File: src/rtl/stopwatch_ctrl.sv
// stopwatch_ctrl: run/pause/clear controller counting 1 s timer ticks 0..MAX_CNT
// Optional feature macro: STOPWATCH_SEG_EN adds the registered 7-segment output seg.
// Ports:
//   clk        system clock
//   n_rst      asynchronous, active-low reset
//   btn_start  raw start/pause push-button, active-high, asynchronous to clk
//   btn_clear  raw clear push-button, active-high, asynchronous to clk
//   tick       one-cycle pulse from the timer
//   run        timer enable, high only while running
//   count      elapsed ticks, saturating at MAX_CNT
//   done       high once MAX_CNT has been reached
//   seg        active-low {g,f,e,d,c,b,a} hex digit of count (STOPWATCH_SEG_EN only)
module stopwatch_ctrl #(
    parameter logic [3:0]      MAX_CNT      = 4'hF,
    parameter int              DB_W         = 20,
    parameter logic [DB_W-1:0] DEBOUNCE_CYC = 20'd1_000_000
) (
    input  logic       clk,
    input  logic       n_rst,
    input  logic       btn_start,
    input  logic       btn_clear,
    input  logic       tick,
    output logic       run,
    output logic [3:0] count,
    output logic       done
`ifdef STOPWATCH_SEG_EN
    ,
    output logic [6:0] seg
`endif
);
    typedef enum logic [1:0] {IDLE, RUN, PAUSE, DONE} state_t;
    state_t state, state_n;
    logic [3:0] count_n;
    logic [1:0] btn, sync1, sync2, lvl, lvl_q, flip;
    logic [DB_W-1:0] db_cnt [2];
    logic start_p, clear_p, last;
    // bit 0 = start, bit 1 = clear
    assign btn = {btn_clear, btn_start};
    // the debounced level flips only after DEBOUNCE_CYC consecutive disagreeing samples
    always_comb
        for (int i = 0; i < 2; i++)
            flip[i] = sync2[i] != lvl[i] && db_cnt[i] == DEBOUNCE_CYC - 1'b1;
    always_ff @(posedge clk or negedge n_rst)
        if (!n_rst) begin
            sync1  <= '0;
            sync2  <= '0;
            lvl    <= '0;
            lvl_q  <= '0;
            db_cnt <= '{default: '0};
        end else begin
            sync1 <= btn;
            sync2 <= sync1;
            lvl   <= lvl ^ flip;
            lvl_q <= lvl;
            for (int i = 0; i < 2; i++)
                db_cnt[i] <= (sync2[i] == lvl[i] || flip[i]) ? '0 : db_cnt[i] + 1'b1;
        end
    assign start_p = lvl[0] & ~lvl_q[0];
    assign clear_p = lvl[1] & ~lvl_q[1];
    assign last    = count == MAX_CNT - 1'b1;
    always_comb begin
        state_n = state;
        count_n = count;
        case (state)
            IDLE: begin
                count_n = '0;
                state_n = start_p ? RUN : IDLE;
            end
            RUN: begin
                // a tick arriving with start_p is still counted; terminal count beats pause
                count_n = tick ? count + 1'b1 : count;
                state_n = (tick && last) ? DONE : start_p ? PAUSE : RUN;
            end
            PAUSE: state_n = start_p ? RUN : PAUSE;
            default: state_n = DONE;
        endcase
        if (clear_p) begin
            state_n = IDLE;
            count_n = '0;
        end
    end
    always_ff @(posedge clk or negedge n_rst)
        if (!n_rst) begin
            state <= IDLE;
            count <= '0;
            run   <= 1'b0;
            done  <= 1'b0;
        end else begin
            state <= state_n;
            count <= count_n;
            run   <= state_n == RUN;
            done  <= state_n == DONE;
        end
`ifdef STOPWATCH_SEG_EN
    function automatic logic [6:0] hex7(input logic [3:0] h);
        case (h)
            4'h0: hex7 = 7'h40;
            4'h1: hex7 = 7'h79;
            4'h2: hex7 = 7'h24;
            4'h3: hex7 = 7'h30;
            4'h4: hex7 = 7'h19;
            4'h5: hex7 = 7'h12;
            4'h6: hex7 = 7'h02;
            4'h7: hex7 = 7'h78;
            4'h8: hex7 = 7'h00;
            4'h9: hex7 = 7'h10;
            4'hA: hex7 = 7'h08;
            4'hB: hex7 = 7'h03;
            4'hC: hex7 = 7'h46;
            4'hD: hex7 = 7'h21;
            4'hE: hex7 = 7'h06;
            default: hex7 = 7'h0E;
        endcase
    endfunction
    always_ff @(posedge clk or negedge n_rst)
        if (!n_rst) seg <= 7'h40;
        else        seg <= hex7(count);
`endif
endmodule

File: config.mk
export PLATFORM = sky130hd
export DESIGN_NAME = stopwatch_ctrl
export DESIGN_NICKNAME = d
export VERILOG_FILES = /design/src/rtl/stopwatch_ctrl.sv
export SDC_FILE = /design/constraint.sdc
export NUM_CORES = 1
export LEC_CHECK = 0
export ABC_AREA = 1
export CORE_AREA = 2 2 77 71
export CTS_BUF_LIST = sky130_fd_sc_hd__clkbuf_4 sky130_fd_sc_hd__clkbuf_8
export DETAILED_ROUTE_END_ITERATION = 12
export DIE_AREA = 0 0 79 73
export PLACE_DENSITY = 0.77
export SYNTH_ARGS = -nofsm -noshare
export SYNTH_HDL_FRONTEND = slang
export SYNTH_SLANG_ARGS = --single-unit
File: constraint.sdc
create_clock -name clk -period 1.8 [get_ports clk]
set_clock_uncertainty 0.05 [all_clocks]
set_input_delay 0.36 -clock clk [delete_from_list [all_inputs] [get_ports clk]]
set_output_delay 0.36 -clock clk [all_outputs]
set_load 0.02 [all_outputs]
==> results of run 1 <==
[stage by stage]
step	instance area (um2)	setup slack (ns)	total power, uW	hold slack, ns
6_report	3210	0.0950	2760	0.304
2_1_floorplan	2880	0.321	1700	0.0144
4_1_cts	3200	0.0129	2790	0.306
5_1_grt	3210	0.0118	2890	0.318
3_3_place_gp	3070	0.246	1910	0.216
3_5_place_dp	3070	0.181	1930	0.221
[cell families (layout without fill, tap and decap cells)]
kind of cell,count (synthesis),in the layout,share of synthesized area [%]
flops,56,56,48.7
xor+xnor,25,25,7.61
fa+ha+maj,4,4,1.74
simple gates,231,231,34.0
compound gates,16,16,3.13
buf+inv,33,53,4.82
[sequential cells by signal, summed over array words and instances (netlist names), named ones only]
name and cells:
sync2 2, run 1, lvl_q 2, sync1 2
state 2, count 4, db_cnt 40, done 1
[routing by layer]
| metal | up-vias | wire, um | GRT usage [%] |
|---|---|---|---|
| li1 | 1172 | - | - |
| met2 | 43 | 2400 | 33.3 |
| met1 | 1065 | 2610 | 28.6 |
| met3 | 10 | 156 | 4.08 |
| met5 | - | 0 | 0 |
| met4 | 0 | 93 | 7.09 |
[synthesized netlist by cell type]
library cell               number  area, um2
sky130_fd_sc_hd__nand3_1       27        135
sky130_fd_sc_hd__nor2_1       102        383
sky130_fd_sc_hd__o21bai_1       2       15.0
sky130_fd_sc_hd__a21oi_1        2       10.0
sky130_fd_sc_hd__nand2_2        1       6.26
sky130_fd_sc_hd__xnor2_1       13        114
sky130_fd_sc_hd__buf_6          2       22.5
sky130_fd_sc_hd__and2_1         5       31.3
sky130_fd_sc_hd__xor2_1        12        105
sky130_fd_sc_hd__inv_2          1       3.75
sky130_fd_sc_hd__ha_1           4       50.1
sky130_fd_sc_hd__nor2_4         1       11.3
sky130_fd_sc_hd__nand2_4        2       22.5
sky130_fd_sc_hd__nand3_2        1       10.0
sky130_fd_sc_hd__nand2_1       85        319
sky130_fd_sc_hd__nand3_4        1       17.5
sky130_fd_sc_hd__a21o_1         1       7.51
sky130_fd_sc_hd__nand4_1        2       12.5
sky130_fd_sc_hd__a22oi_1        1       7.51
sky130_fd_sc_hd__inv_1         30        113
sky130_fd_sc_hd__nor3_1         3       15.0
sky130_fd_sc_hd__nor3_4         1       16.3
sky130_fd_sc_hd__dfrtp_1       56       1400
sky130_fd_sc_hd__o21ai_0       10       50.1
[cells in the final DEF (no fill, tap or decap)]
master / count
sky130_fd_sc_hd__clkbuf_8: 7
sky130_fd_sc_hd__buf_2: 1
sky130_fd_sc_hd__ha_1: 4
sky130_fd_sc_hd__dfrtp_1: 56
sky130_fd_sc_hd__bufinv_16: 1
sky130_fd_sc_hd__a21o_1: 1
sky130_fd_sc_hd__inv_1: 30
sky130_fd_sc_hd__nand3_4: 1
sky130_fd_sc_hd__dlymetal6s2s_1: 1
sky130_fd_sc_hd__nand2_1: 85
sky130_fd_sc_hd__o21ai_0: 10
sky130_fd_sc_hd__and2_1: 5
sky130_fd_sc_hd__dlygate4sd2_1: 2
sky130_fd_sc_hd__a21oi_1: 2
sky130_fd_sc_hd__nand3_1: 27
sky130_fd_sc_hd__nor3_1: 3
sky130_fd_sc_hd__inv_2: 1
sky130_fd_sc_hd__nand3_2: 1
sky130_fd_sc_hd__buf_4: 2
sky130_fd_sc_hd__nor2_4: 1
sky130_fd_sc_hd__buf_12: 1
sky130_fd_sc_hd__nand2_2: 1
sky130_fd_sc_hd__nor3_4: 1
sky130_fd_sc_hd__clkdlybuf4s50_1: 6
sky130_fd_sc_hd__a22oi_1: 1
sky130_fd_sc_hd__nor2_1: 102
sky130_fd_sc_hd__nand2_4: 2
sky130_fd_sc_hd__dlygate4sd3_1: 1
sky130_fd_sc_hd__nand4_1: 2
sky130_fd_sc_hd__xor2_1: 12
sky130_fd_sc_hd__xnor2_1: 13
sky130_fd_sc_hd__o21bai_1: 2
[repair_timing]
action / 4_1_cts / 5_1_grt
hold buffers: 1 / 0
setup endpoints to repair: 2 / 1
gates resized for setup: 2 / 1
endpoints found under the hold margin: 11 / 0
[how the worst max path moves through the flow]
stage,end,from,depth (start not counted),slack [ns]
2_1_floorplan,db_cnt[16],db_cnt[0],7,0.32
3_3_place_gp,count[2],tick,5,0.25
3_5_place_dp,count[1],tick,5,0.18
4_1_cts,count[0],count[0],1,0.01
5_1_grt,db_cnt[13],db_cnt[0],6,0.01
6_report,count[3],count[3],1,0.1
[area by class of cell]
type                            instances  area share [%]
Clock buffer                            7            3.00
Tap cell                               67            2.61
Sequential cell                        56            43.7
Inverter                               31            3.63
Multi-Input combinational cell        276            41.7
Clock inverter                          1           0.936
Timing Repair Buffer                   14            4.37
[power by group through the flow]
stage	Sequential (uW)	Clock [uW]	Combinational, uW
after global routing	1430	939	518
final	1420	879	461
after detailed placement	1450	0	478
after floorplan	1520	0	186
after CTS	1420	903	467
after global placement	1450	0	463
==> impl_table.tex, run 1 <==
\begin{tabular}{lr}
\hline
Metric & Value \\
\hline
\multicolumn{2}{l}{\textbf{Power}} \\
\quad Switching Share & a little over a quarter \\
\quad Power spent charging and discharging nets & 731 uW \\
\quad P\_leak & 0.00140 uW \\
\quad Cell-internal power & 2030 uW \\
\quad Flop pwr share & 51.5\% \\
\quad Highest ir drop seen on vdd & approximately 0.00055 V \\
\quad Portion of total power attributed to the clock network & 31.8\% \\
\quad Total power per unit cell area & about 860 nW/um2 \\
\quad Fraction of power consumed by combinational cells & about 17\% \\
\multicolumn{2}{l}{\textbf{Layout}} \\
\quad Antenna cell count & 0 \\
\quad Final cell count without fillers & 452 \\
\quad Ratio of cells with drive above 1 in the final layout & $\sim$5.2\% \\
\quad Total area of multi-input combinational cells & 1340 um2 \\
\quad Core occupancy in the finished layout & a little over three fifths \\
\quad Filler cell count in the final layout & 448 \\
\quad Register area & 1400 um2 \\
\quad Post-layout net count & 393 \\
\quad Synthesis-to-finish area growth & 11.4\% \\
\multicolumn{2}{l}{\textbf{STA}} \\
\quad Final Slew Violations & 0 \\
\quad Setup TNS Final & 0 ns \\
\quad Achievable clock frequency & 0.587 GHz \\
\quad Endpoints failing setup & 0 \\
\quad Slew of the pin with the lowest slew margin & 0.443 ns \\
\quad Remaining max-slew budget at the tightest pin & 70.2\% \\
\quad RSZ-0062 raised after global routing & false \\
\quad Endpoints failing hold & 0 \\
\quad Fin crit share & 94.7\% \\
\quad Post-route minimum period & about 1.7 ns \\
\multicolumn{2}{l}{\textbf{CTS}} \\
\quad Max H-tree Level & 2 \\
\quad CTS tree & yes \\
\quad Number of buffers added by the clock tree synthesis step & 5 \\
\quad Maximum buffer depth of the clock tree & 2 \\
\quad Clock-pin slew on the worst setup and hold paths & 0.09 ns \\
\quad CTS sink cnt & 56 \\
\quad Total setup buffers inserted after CTS & 0 \\
\quad CTS Root Cell & sky130\_fd\_sc\_hd\_\_clkbuf\_8 \\
\quad Insertion delay of the later-clocked pin in the worst-skew pair & 0.31 ns \\
\multicolumn{2}{l}{\textbf{Global route}} \\
\quad Initial antenna violation count & 0 \\
\quad Number of global-route vias before repair & about 2200 \\
\quad GRT Util Overall & between 20\% and 30\% \\
\quad Wire length of the first global-routing pass & 9570 um \\
\quad Maximum number of pins on one net before global-route repair & 29 \\
\quad Remaining global-route overflow & 0 \\
\multicolumn{2}{l}{\textbf{Floorplanning}} \\
\quad I/O Pins & 11 \\
\quad Floorplan die area & 5770 um2 \\
\quad Die Y-Extent & 73 um \\
\quad Std-Cell Rows & 25 \\
\quad Starting Density & 56.8\% \\
\quad Die W & $\sim$80 um \\
\quad Area inside the core boundary & about 5100 um2 \\
\multicolumn{2}{l}{\textbf{Synth}} \\
\quad Post-synthesis instance area & approximately 2900 um2 \\
\quad Number of storage elements in the synthesis netlist & 56 \\
\quad Average cell area after synthesis & between 7 and 8 um2 \\
\quad Count of different cell masters after synthesis & 24 \\
\quad Synthesized netlist cell count & roughly 370 \\
\quad Total of warnings raised by yosys & 0 \\
\quad Share of the yosys chip area belonging to registers & 48.7\% \\
\quad Number of nets in the synthesized netlist & $\sim$370 \\
\multicolumn{2}{l}{\textbf{Critical path}} \\
\quad Setup CP Type & reg2out \\
\quad Delay of the slowest cell on the worst path & 0.61 ns \\
\quad Chain of cells forming the critical path & clkdlybuf4s50\_1 \\
\quad Highest net fanout along the worst path & 3 \\
\quad Startpoint types & flop \\
\quad Top delay family on crit path & buffers and inverters \\
\quad Critical R2R Launch & db\_cnt[0] \\
\quad Critical path capture point type & output pin \\
\quad Worst R2R Path Depth & 6 \\
\quad Required arrival time at the worst endpoint & 1.39 ns \\
\quad Worst R2R End & db\_cnt[13] \\
\quad Worst path slowest cell & sky130\_fd\_sc\_hd\_\_clkdlybuf4s50\_1 \\
\quad Count of buffer and inverter cells on the critical path & 1 \\
\quad Crit path DAT & 1.29 ns \\
\quad Worst setup slack for register-to-register paths & around 0.18 ns \\
\multicolumn{2}{l}{\textbf{Flow run}} \\
\quad Total of max-cap violations & 0 \\
\multicolumn{2}{l}{\textbf{Hold path}} \\
\quad Hold path startpoint & sync1[1] \\
\quad Number of cells on the worst hold path & 0 \\
\quad Worst min-delay path endpoint & sync2[1] \\
\quad Classification of the worst-slack hold path & reg2reg \\
\multicolumn{2}{l}{\textbf{Placed design}} \\
\quad Weighted congestion at the end of routability-driven global placement & 0.893 \\
\quad Detailed-placement wirelength estimate & roughly 4100 um \\
\quad Placed Cells & between 400 and 500 \\
\quad Number of port buffers & 10 \\
\multicolumn{2}{l}{\textbf{Route}} \\
\quad Wirelength per Cell & 11.6 um \\
\quad Router iterations before antenna repair & 4 \\
\quad Post-detailed-route DRC marker count & 0 \\
\quad WL final & 5260 um \\
\quad Vias & approximately 2300 \\
\quad Mean number of vias per cell & slightly above 5 \\
\quad Number of DRC violations after detailed-routing iteration 0 & $\sim$150 \\
\quad Residual antenna-violating net count after detailed routing & 0 \\
\multicolumn{2}{l}{\textbf{Run status}} \\
\quad Status & finished, final reports clean \\
\hline
\end{tabular}
No activity file was read; power rests on OpenSTA's default activity.
==> inputs of run 2 (changes only) <==
CORE_AREA = 2 2 99 92   (was 2 2 77 71)
CTS_BUF_LIST = unset   (was sky130_fd_sc_hd__clkbuf_4 sky130_fd_sc_hd__clkbuf_8)
DIE_AREA = 0 0 101 94   (was 0 0 79 73)
PLACE_DENSITY = 0.5   (was 0.77)
SLEW_MARGIN = 10   (was unset)
==> run 2 against run 1 <==
Against the previous run:
- utilization shrank 25 points
- global-route usage shrank 7.2 points
- sequential share of layout area shrank 0.15 points
- count of clock-buffer cells in the layout shrank 2
- worst hold slack gained 0.017 ns
- largest power group unchanged
- via count shrank 3.9%
- critical endpoint unchanged
- design area grew 0.35%
- critical path depth is the same
==> impl_table.tex, run 2 (same netlist as run 1, synthesis figures left out) <==
\begin{tabular}{lr}
\hline
Metric & Value \\
\hline
\multicolumn{2}{l}{\textbf{Critical path}} \\
\quad Count of buffer and inverter cells on the critical path & 1 (unchanged) \\
\quad Worst setup path startpoint & count[3] \\
\quad Worst path slowest cell & sky130\_fd\_sc\_hd\_\_clkdlybuf4s50\_1 \\
\quad Crit path DAT & 1.30 ns (about the same) \\
\quad Worst setup slack for register-to-register paths & 0.19 ns (about the same) \\
\quad End point of the critical path & count[3] \\
\quad Setup CP Type & reg2out \\
\quad Worst R2R Path Depth & 6 (unchanged) \\
\quad Delay of the slowest cell on the worst path & 0.61 ns (about the same) \\
\quad Top delay family on crit path & buffers and inverters \\
\quad Chain of cells forming the critical path & clkdlybuf4s50\_1 \\
\quad Critical path capture point type & output pin \\
\quad Required arrival time at the worst endpoint & 1.39 ns (about the same) \\
\quad Startpoint types & flop \\
\quad Highest net fanout along the worst path & 3 (unchanged) \\
\quad Worst R2R End & db\_cnt[13] \\
\quad Critical R2R Launch & db\_cnt[0] \\
\quad Number of cells on the critical path & 1 (unchanged) \\
\multicolumn{2}{l}{\textbf{STA}} \\
\quad Setup TNS Final & 0 ns (unchanged) \\
\quad Achievable clock frequency & 0.586 GHz (about the same) \\
\quad Endpoints failing setup & 0 (unchanged) \\
\quad Final Slew Violations & 0 (unchanged) \\
\quad Post-route minimum period & 1.71 ns (+0.00118 ns) \\
\quad Remaining max-slew budget at the tightest pin & 73.4\% (+3.1 points) \\
\quad Endpoints failing hold & 0 (unchanged) \\
\quad Slew of the pin with the lowest slew margin & 0.397 ns (-0.0467 ns) \\
\quad Fin crit share & 94.8\% (about the same) \\
\quad RSZ-0062 raised after global routing & false \\
\multicolumn{2}{l}{\textbf{Placed design}} \\
\quad Weighted congestion at the end of routability-driven global placement & 0.853 (-4.5\%) \\
\quad Total placed instance area & 3110 um2 (+1.4\%) \\
\quad Number of port buffers & 10 (unchanged) \\
\quad Detailed-placement wirelength estimate & 4200 um (+3.1\%) \\
\multicolumn{2}{l}{\textbf{Route}} \\
\quad Mean number of vias per cell & 4.52 (-11\%) \\
\quad Router iterations before antenna repair & 4 (unchanged) \\
\quad Post-detailed-route DRC marker count & 0 (unchanged) \\
\quad Number of DRC violations after detailed-routing iteration 0 & 112 (-25\%) \\
\quad Residual antenna-violating net count after detailed routing & 0 (unchanged) \\
\quad WL final & 5750 um (+9.4\%) \\
\quad Vias & 2201 (-3.9\%) \\
\quad Wirelength per Cell & 11.8 um (+1.5\%) \\
\multicolumn{2}{l}{\textbf{CTS}} \\
\quad Number of buffers added by the clock tree synthesis step & 5 (unchanged) \\
\quad CTS Root Cell & sky130\_fd\_sc\_hd\_\_clkbuf\_8 \\
\quad Clock-pin slew on the worst setup and hold paths & 0.11 ns (+0.02 ns) \\
\quad CTS tree & yes \\
\quad Total setup buffers inserted after CTS & 0 (unchanged) \\
\quad Max H-tree Level & 2 (unchanged) \\
\quad Maximum buffer depth of the clock tree & 2 (unchanged) \\
\quad Insertion delay of the later-clocked pin in the worst-skew pair & 0.31 ns (about the same) \\
\quad CTS sink cnt & 56 (unchanged) \\
\multicolumn{2}{l}{\textbf{Floorplanning}} \\
\quad Floorplan die area & 9490 um2 (+65\%) \\
\quad Area inside the core boundary & 8410 um2 (+66\%) \\
\quad Starting Density & 34.2\% (-23 points) \\
\quad Std-Cell Rows & 32 (+28\%) \\
\quad Die W & 101 um (+28\%) \\
\quad Die Y-Extent & 94 um (+29\%) \\
\quad I/O Pins & 11 (unchanged) \\
\multicolumn{2}{l}{\textbf{Layout}} \\
\quad Antenna cell count & 0 (unchanged) \\
\quad Number of flip-flops in the largest register & 40 (unchanged) \\
\quad Synthesis-to-finish area growth & 11.8\% \\
\quad Post-layout net count & 393 (unchanged) \\
\quad Summed area of non-filler cells in the final layout & 3220 um2 (+0.35\%) \\
\quad Filler cell count in the final layout & 897 (+100\%) \\
\quad Most flop-heavy register & db\_cnt \\
\quad Highest-count cells in the layout ignoring fill and taps & sky130\_fd\_sc\_hd\_\_nor2\_1, sky130\_fd\_sc\_hd\_\_nand2\_1, sky130\_fd\_sc\_hd\_\_dfrtp\_1, sky130\_fd\_sc\_hd\_\_inv\_1, sky130\_fd\_sc\_hd\_\_nand3\_1 \\
\quad Top Registers & db\_cnt x40, count x4 \\
\quad Ratio of cells with drive above 1 in the final layout & 5.19\% (unchanged) \\
\quad Most common cell after layout, fill and taps aside & sky130\_fd\_sc\_hd\_\_nor2\_1 \\
\multicolumn{2}{l}{\textbf{Power}} \\
\quad Total power per unit cell area & 809 nW/um2 (-6.1\%) \\
\quad Power, Total & 2600 uW (-5.8\%) \\
\quad Highest ir drop seen on vdd & 0.000328 V (-40\%) \\
\quad P\_leak & 0.00138 uW (-1.3\%) \\
\multicolumn{2}{l}{\textbf{Hold path}} \\
\quad Classification of the worst-slack hold path & reg2reg \\
\multicolumn{2}{l}{\textbf{Global route}} \\
\quad Initial antenna violation count & 0 (unchanged) \\
\quad Maximum number of pins on one net before global-route repair & 57 (+97\%) \\
\quad GRT Util Overall & 13.6\% (-7.2 points) \\
\quad Busiest layer in global routing & met1 \\
\quad Global routing usage on met2 & 19.8\% (-13 points) \\
\quad Number of global-route vias before repair & 2174 (unchanged) \\
\quad Wire length of the first global-routing pass & 10100 um (+6.0\%) \\
\quad Met3 usage & 3.35\% (-0.74 points) \\
\quad Met1 track demand over resource & 20.1\% (-8.5 points) \\
\quad Remaining global-route overflow & 0 (unchanged) \\
\multicolumn{2}{l}{\textbf{Flow run}} \\
\quad Total of max-cap violations & 0 (unchanged) \\
\multicolumn{2}{l}{\textbf{Run status}} \\
\quad Status & finished, final reports clean \\
\hline
\end{tabular}
run 2: changes by cell type in the layout (fill, tap and decap cells not counted):
cell / previous run / this run
sky130_fd_sc_hd__bufinv_16: 1 / 0
sky130_fd_sc_hd__clkinvlp_4: 0 / 1
sky130_fd_sc_hd__inv_6: 0 / 2
sky130_fd_sc_hd__clkbuf_8: 7 / 5
run 2: metal layers:
| metal | part of all wire, % | up-vias |
|---|---|---|
| met2 | 42 | 19 |
| met3 | 2.3 | 2 |
| met4 | 0.80 | 0 |
| met1 | 55 | 1012 |
| li1 | - | 1168 |
| met5 | 0 | - |
run 2: power breakdown:
group / switching (uW) / internal, uW
clock network: 441 / 285
registers: 78.9 / 1350
logic: 260 / 192
run 2: timing repair:
item	CTS	global route
resized for setup	2	1
endpoints found under the setup margin	2	1
hold endpoints to repair	45	0
cloned	0	0
hold buffers	1	0
run 2: worst min-delay path by stage:
stage               slack [ns]     start  cells after the start         to
finish                    0.32  sync1[0]                      0   sync2[0]
global route              0.34  sync1[0]                      0   sync2[0]
CTS                       0.33  sync1[0]                      0   sync2[0]
detailed placement        0.30  sync1[0]                      0   sync2[0]
global placement          0.29  sync1[0]                      0   sync2[0]
floorplan                 0.01     n_rst                      0  async pin
run 2: area by class of cell:
class,count,area [um2],share of cell area [%]
Clock inverter,3,25.0,0.778
Multi-Input combinational cell,276,1340,41.6
Tap cell,102,128,3.97
Timing Repair Buffer,14,140,4.35
Sequential cell,56,1400,43.5
Inverter,31,116,3.62
Clock buffer,5,68.8,2.14
run 2: stage by stage:
stage | hold slack (ns) | instances | utilization (%) | worst slack (ns)
2_1_floorplan | 0.0144 | 365 | - | 0.321
3_3_place_gp | 0.287 | 478 | 37.0 | 0.118
3_5_place_dp | 0.298 | 478 | 37.0 | 0.109
4_1_cts | 0.325 | 487 | 38.2 | 0.000212
5_1_grt | 0.337 | 487 | 38.3 | 0.0168
6_report | 0.322 | 487 | 38.3 | 0.0938
==> inputs of run 3 (changes only) <==
GPL_TIMING_DRIVEN = 0   (was unset)
==> run 3 against run 2 <==
Against the previous run:
- via count shrank 1.9%
- sequential share of layout area shrank 0.20 points
- combinational power shrank 2%
- flip-flop and latch count is the same
- clock power grew 2.9%
- count of clock-buffer cells in the layout is the same
- cell count grew 0.21%
- critical path depth is the same
- utilization grew 0.18 points
- register-to-register slack lost 0.04 ns
==> impl_table.tex, run 3 (same netlist as run 1, synthesis figures left out) <==
\begin{tabular}{lr}
\hline
Metric & Value \\
\hline
\multicolumn{2}{l}{\textbf{Run status}} \\
\quad Status & finished, final reports clean \\
\multicolumn{2}{l}{\textbf{CTS}} \\
\quad CTS sink cnt & 56 (unchanged) \\
\quad CTS Root Cell & sky130\_fd\_sc\_hd\_\_clkbuf\_8 \\
\quad Number of buffers added by the clock tree synthesis step & 5 (unchanged) \\
\quad Clock-pin slew on the worst setup and hold paths & 0.11 ns (about the same) \\
\quad Hold-fix buffer count after cts & 0 (-1) \\
\quad CTS tree & yes \\
\quad Max H-tree Level & 2 (unchanged) \\
\quad Insertion delay of the later-clocked pin in the worst-skew pair & 0.32 ns (about the same) \\
\quad Maximum buffer depth of the clock tree & 2 (unchanged) \\
\multicolumn{2}{l}{\textbf{Route}} \\
\quad Router iterations before antenna repair & 4 (unchanged) \\
\quad Mean number of vias per cell & 4.43 (-2.1\%) \\
\quad Wirelength per Cell & 11.4 um (-3.6\%) \\
\quad Vias & 2160 (-1.9\%) \\
\quad Residual antenna-violating net count after detailed routing & 0 (unchanged) \\
\quad WL final & 5560 um (-3.4\%) \\
\quad Post-detailed-route DRC marker count & 0 (unchanged) \\
\quad Number of DRC violations after detailed-routing iteration 0 & 74 (-34\%) \\
\multicolumn{2}{l}{\textbf{STA}} \\
\quad Endpoints failing hold & 0 (unchanged) \\
\quad Slew of the pin with the lowest slew margin & 0.729 ns (+0.333 ns) \\
\quad Final Slew Violations & 0 (unchanged) \\
\quad Remaining max-slew budget at the tightest pin & 51.4\% (-22 points) \\
\quad Setup TNS Final & 0 ns (unchanged) \\
\quad Fin crit share & 94.8\% (about the same) \\
\quad Achievable clock frequency & 0.586 GHz (about the same) \\
\quad Endpoints failing setup & 0 (unchanged) \\
\quad Post-route minimum period & 1.71 ns (-0.000161 ns) \\
\multicolumn{2}{l}{\textbf{Power}} \\
\quad Total power per unit cell area & 809 nW/um2 (about the same) \\
\quad P\_leak & 0.00138 uW (-0.11\%) \\
\quad Portion of total power attributed to the clock network & 28.6\% (+0.7 points) \\
\quad Fraction of power consumed by combinational cells & 17.0\% (-0.3 points) \\
\quad Power spent charging and discharging nets & 793 uW (+1.7\%) \\
\quad Cell-internal power & 1820 uW (-0.14\%) \\
\quad Switching Share & 30.3\% (+0.37 points) \\
\quad Highest ir drop seen on vdd & 0.000355 V (+8.4\%) \\
\quad Flop pwr share & 54.4\% (-0.4 points) \\
\quad Power, Total & 2610 uW (+0.40\%) \\
\multicolumn{2}{l}{\textbf{Placed design}} \\
\quad Weighted congestion at the end of routability-driven global placement & 0.878 (+2.9\%) \\
\quad Number of port buffers & 10 (unchanged) \\
\quad Detailed-placement wirelength estimate & 4050 um (-3.5\%) \\
\multicolumn{2}{l}{\textbf{Layout}} \\
\quad Top Registers & db\_cnt x40, count x4 \\
\quad Ratio of cells with drive above 1 in the final layout & 6.22\% (+1.0 points) \\
\quad Highest-count cells in the layout ignoring fill and taps & sky130\_fd\_sc\_hd\_\_nor2\_1, sky130\_fd\_sc\_hd\_\_nand2\_1, sky130\_fd\_sc\_hd\_\_dfrtp\_1, sky130\_fd\_sc\_hd\_\_inv\_1, sky130\_fd\_sc\_hd\_\_nand3\_1 \\
\quad Post-layout net count & 394 (+0.25\%) \\
\quad Most flop-heavy register & db\_cnt \\
\quad Antenna cell count & 0 (unchanged) \\
\quad Filler cell count in the final layout & 883 (-1.6\%) \\
\quad Most common cell after layout, fill and taps aside & sky130\_fd\_sc\_hd\_\_nor2\_1 \\
\quad Synthesis-to-finish area growth & 12.3\% \\
\quad Number of flip-flops in the largest register & 40 (unchanged) \\
\multicolumn{2}{l}{\textbf{Critical path}} \\
\quad Worst path slowest cell & sky130\_fd\_sc\_hd\_\_clkdlybuf4s50\_1 \\
\quad Chain of cells forming the critical path & clkdlybuf4s50\_1 \\
\quad Highest net fanout along the worst path & 3 (unchanged) \\
\quad Delay of the slowest cell on the worst path & 0.60 ns (about the same) \\
\quad Crit path DAT & 1.30 ns (about the same) \\
\quad Critical path capture point type & output pin \\
\quad Count of buffer and inverter cells on the critical path & 1 (unchanged) \\
\quad Top delay family on crit path & buffers and inverters \\
\quad Setup CP Type & reg2out \\
\quad Startpoint types & flop \\
\quad Required arrival time at the worst endpoint & 1.39 ns (about the same) \\
\multicolumn{2}{l}{\textbf{Global route}} \\
\quad Remaining global-route overflow & 0 (unchanged) \\
\quad Maximum number of pins on one net before global-route repair & 57 (unchanged) \\
\quad Initial antenna violation count & 0 (unchanged) \\
\quad Wire length of the first global-routing pass & 10100 um (unchanged) \\
\quad GRT Util Overall & 13.5\% (-0.15 points) \\
\quad Number of global-route vias before repair & 2155 (-0.87\%) \\
\multicolumn{2}{l}{\textbf{Floorplanning}} \\
\quad Floorplan die area & 9490 um2 (unchanged) \\
\quad I/O Pins & 11 (unchanged) \\
\quad Die Y-Extent & 94 um (unchanged) \\
\quad Starting Density & 34.2\% (unchanged) \\
\quad Area inside the core boundary & 8410 um2 (unchanged) \\
\quad Die W & 101 um (unchanged) \\
\quad Std-Cell Rows & 32 (unchanged) \\
\multicolumn{2}{l}{\textbf{Hold path}} \\
\quad Classification of the worst-slack hold path & in2async \\
\multicolumn{2}{l}{\textbf{Flow run}} \\
\quad Total of max-cap violations & 0 (unchanged) \\
\hline
\end{tabular}
-- run 3: changes by cell type in the layout (fill, tap and decap cells not counted), moves of 2 or more --
cell / previous run / this run
sky130_fd_sc_hd__buf_4: 2 / 4
sky130_fd_sc_hd__buf_6: 0 / 2
sky130_fd_sc_hd__inv_6: 2 / 0
sky130_fd_sc_hd__nor2_1: 102 / 100
sky130_fd_sc_hd__nor2_2: 0 / 2
-- run 3: final cells by class --
cell class	instances	area, um2	area share [%]
Sequential cell	56	1400	43.3
Multi-Input combinational cell	276	1350	41.8
Tap cell	102	128	3.95
Timing Repair Buffer	13	116	3.60
Inverter	31	116	3.60
Clock buffer	5	68.8	2.13
Clock inverter	3	27.5	0.851
Buffer	2	22.5	0.697
-- run 3: timing repair --
item                                   4_1_cts  5_1_grt
resized for setup                            3        3
pin swaps                                    0        1
setup endpoints to repair                    3       13
endpoints found under the hold margin        0        0
setup buffers                                0        3
-- run 3: layer usage --
metal	GRT usage [%]	vias to the layer above	share of wire (%)	routed length [um]
met5	0	-	0	0
met4	3.72	0	0.83	46
met3	3.35	4	2.2	123
met2	19.9	15	43	2400
met1	19.5	970	54	2990
li1	-	1171	-	-
-- run 3: worst paths after layout --
path | slack, ns | to | from | cells past startpoint
worst max-delay path | 0.09 | count[3] | count[3] | 1
worst min-delay path | 0.02 | db_cnt[20] | n_rst | 1
worst max register to register | 0.15 | db_cnt[14] | db_cnt[0] | 7
worst min register to register | 0.31 | sync2[1] | sync1[1] | 0
max in group asynchronous | 1.18 | db_cnt[2] | n_rst | 1
min in group clk | 0.31 | sync2[1] | sync1[1] | 0
-- run 3: power groups by stage --
| stage | clock network, uW | logic, uW | registers, uW |
|---|---|---|---|
| after detailed placement | 0 | 468 | 1450 |
| after global placement | 0 | 467 | 1450 |
| after floorplan | 0 | 186 | 1520 |
| after CTS | 779 | 448 | 1420 |
| after global routing | 846 | 509 | 1440 |
| final | 747 | 445 | 1420 |
-- run 3: metrics by stage --
step	instances	hold WS, ns	setup slack, ns	util [%]	instance area [um2]
floorplan	365	0.0144	0.321	-	2880
finish	488	0.0186	0.0940	38.5	3230
global route	488	0.0785	-0.00365	38.5	3230
global placement	477	0.282	-1.50	36.9	3110
detailed placement	477	0.285	0.109	36.9	3100
CTS	485	0.0680	0.0691	38.0	3200
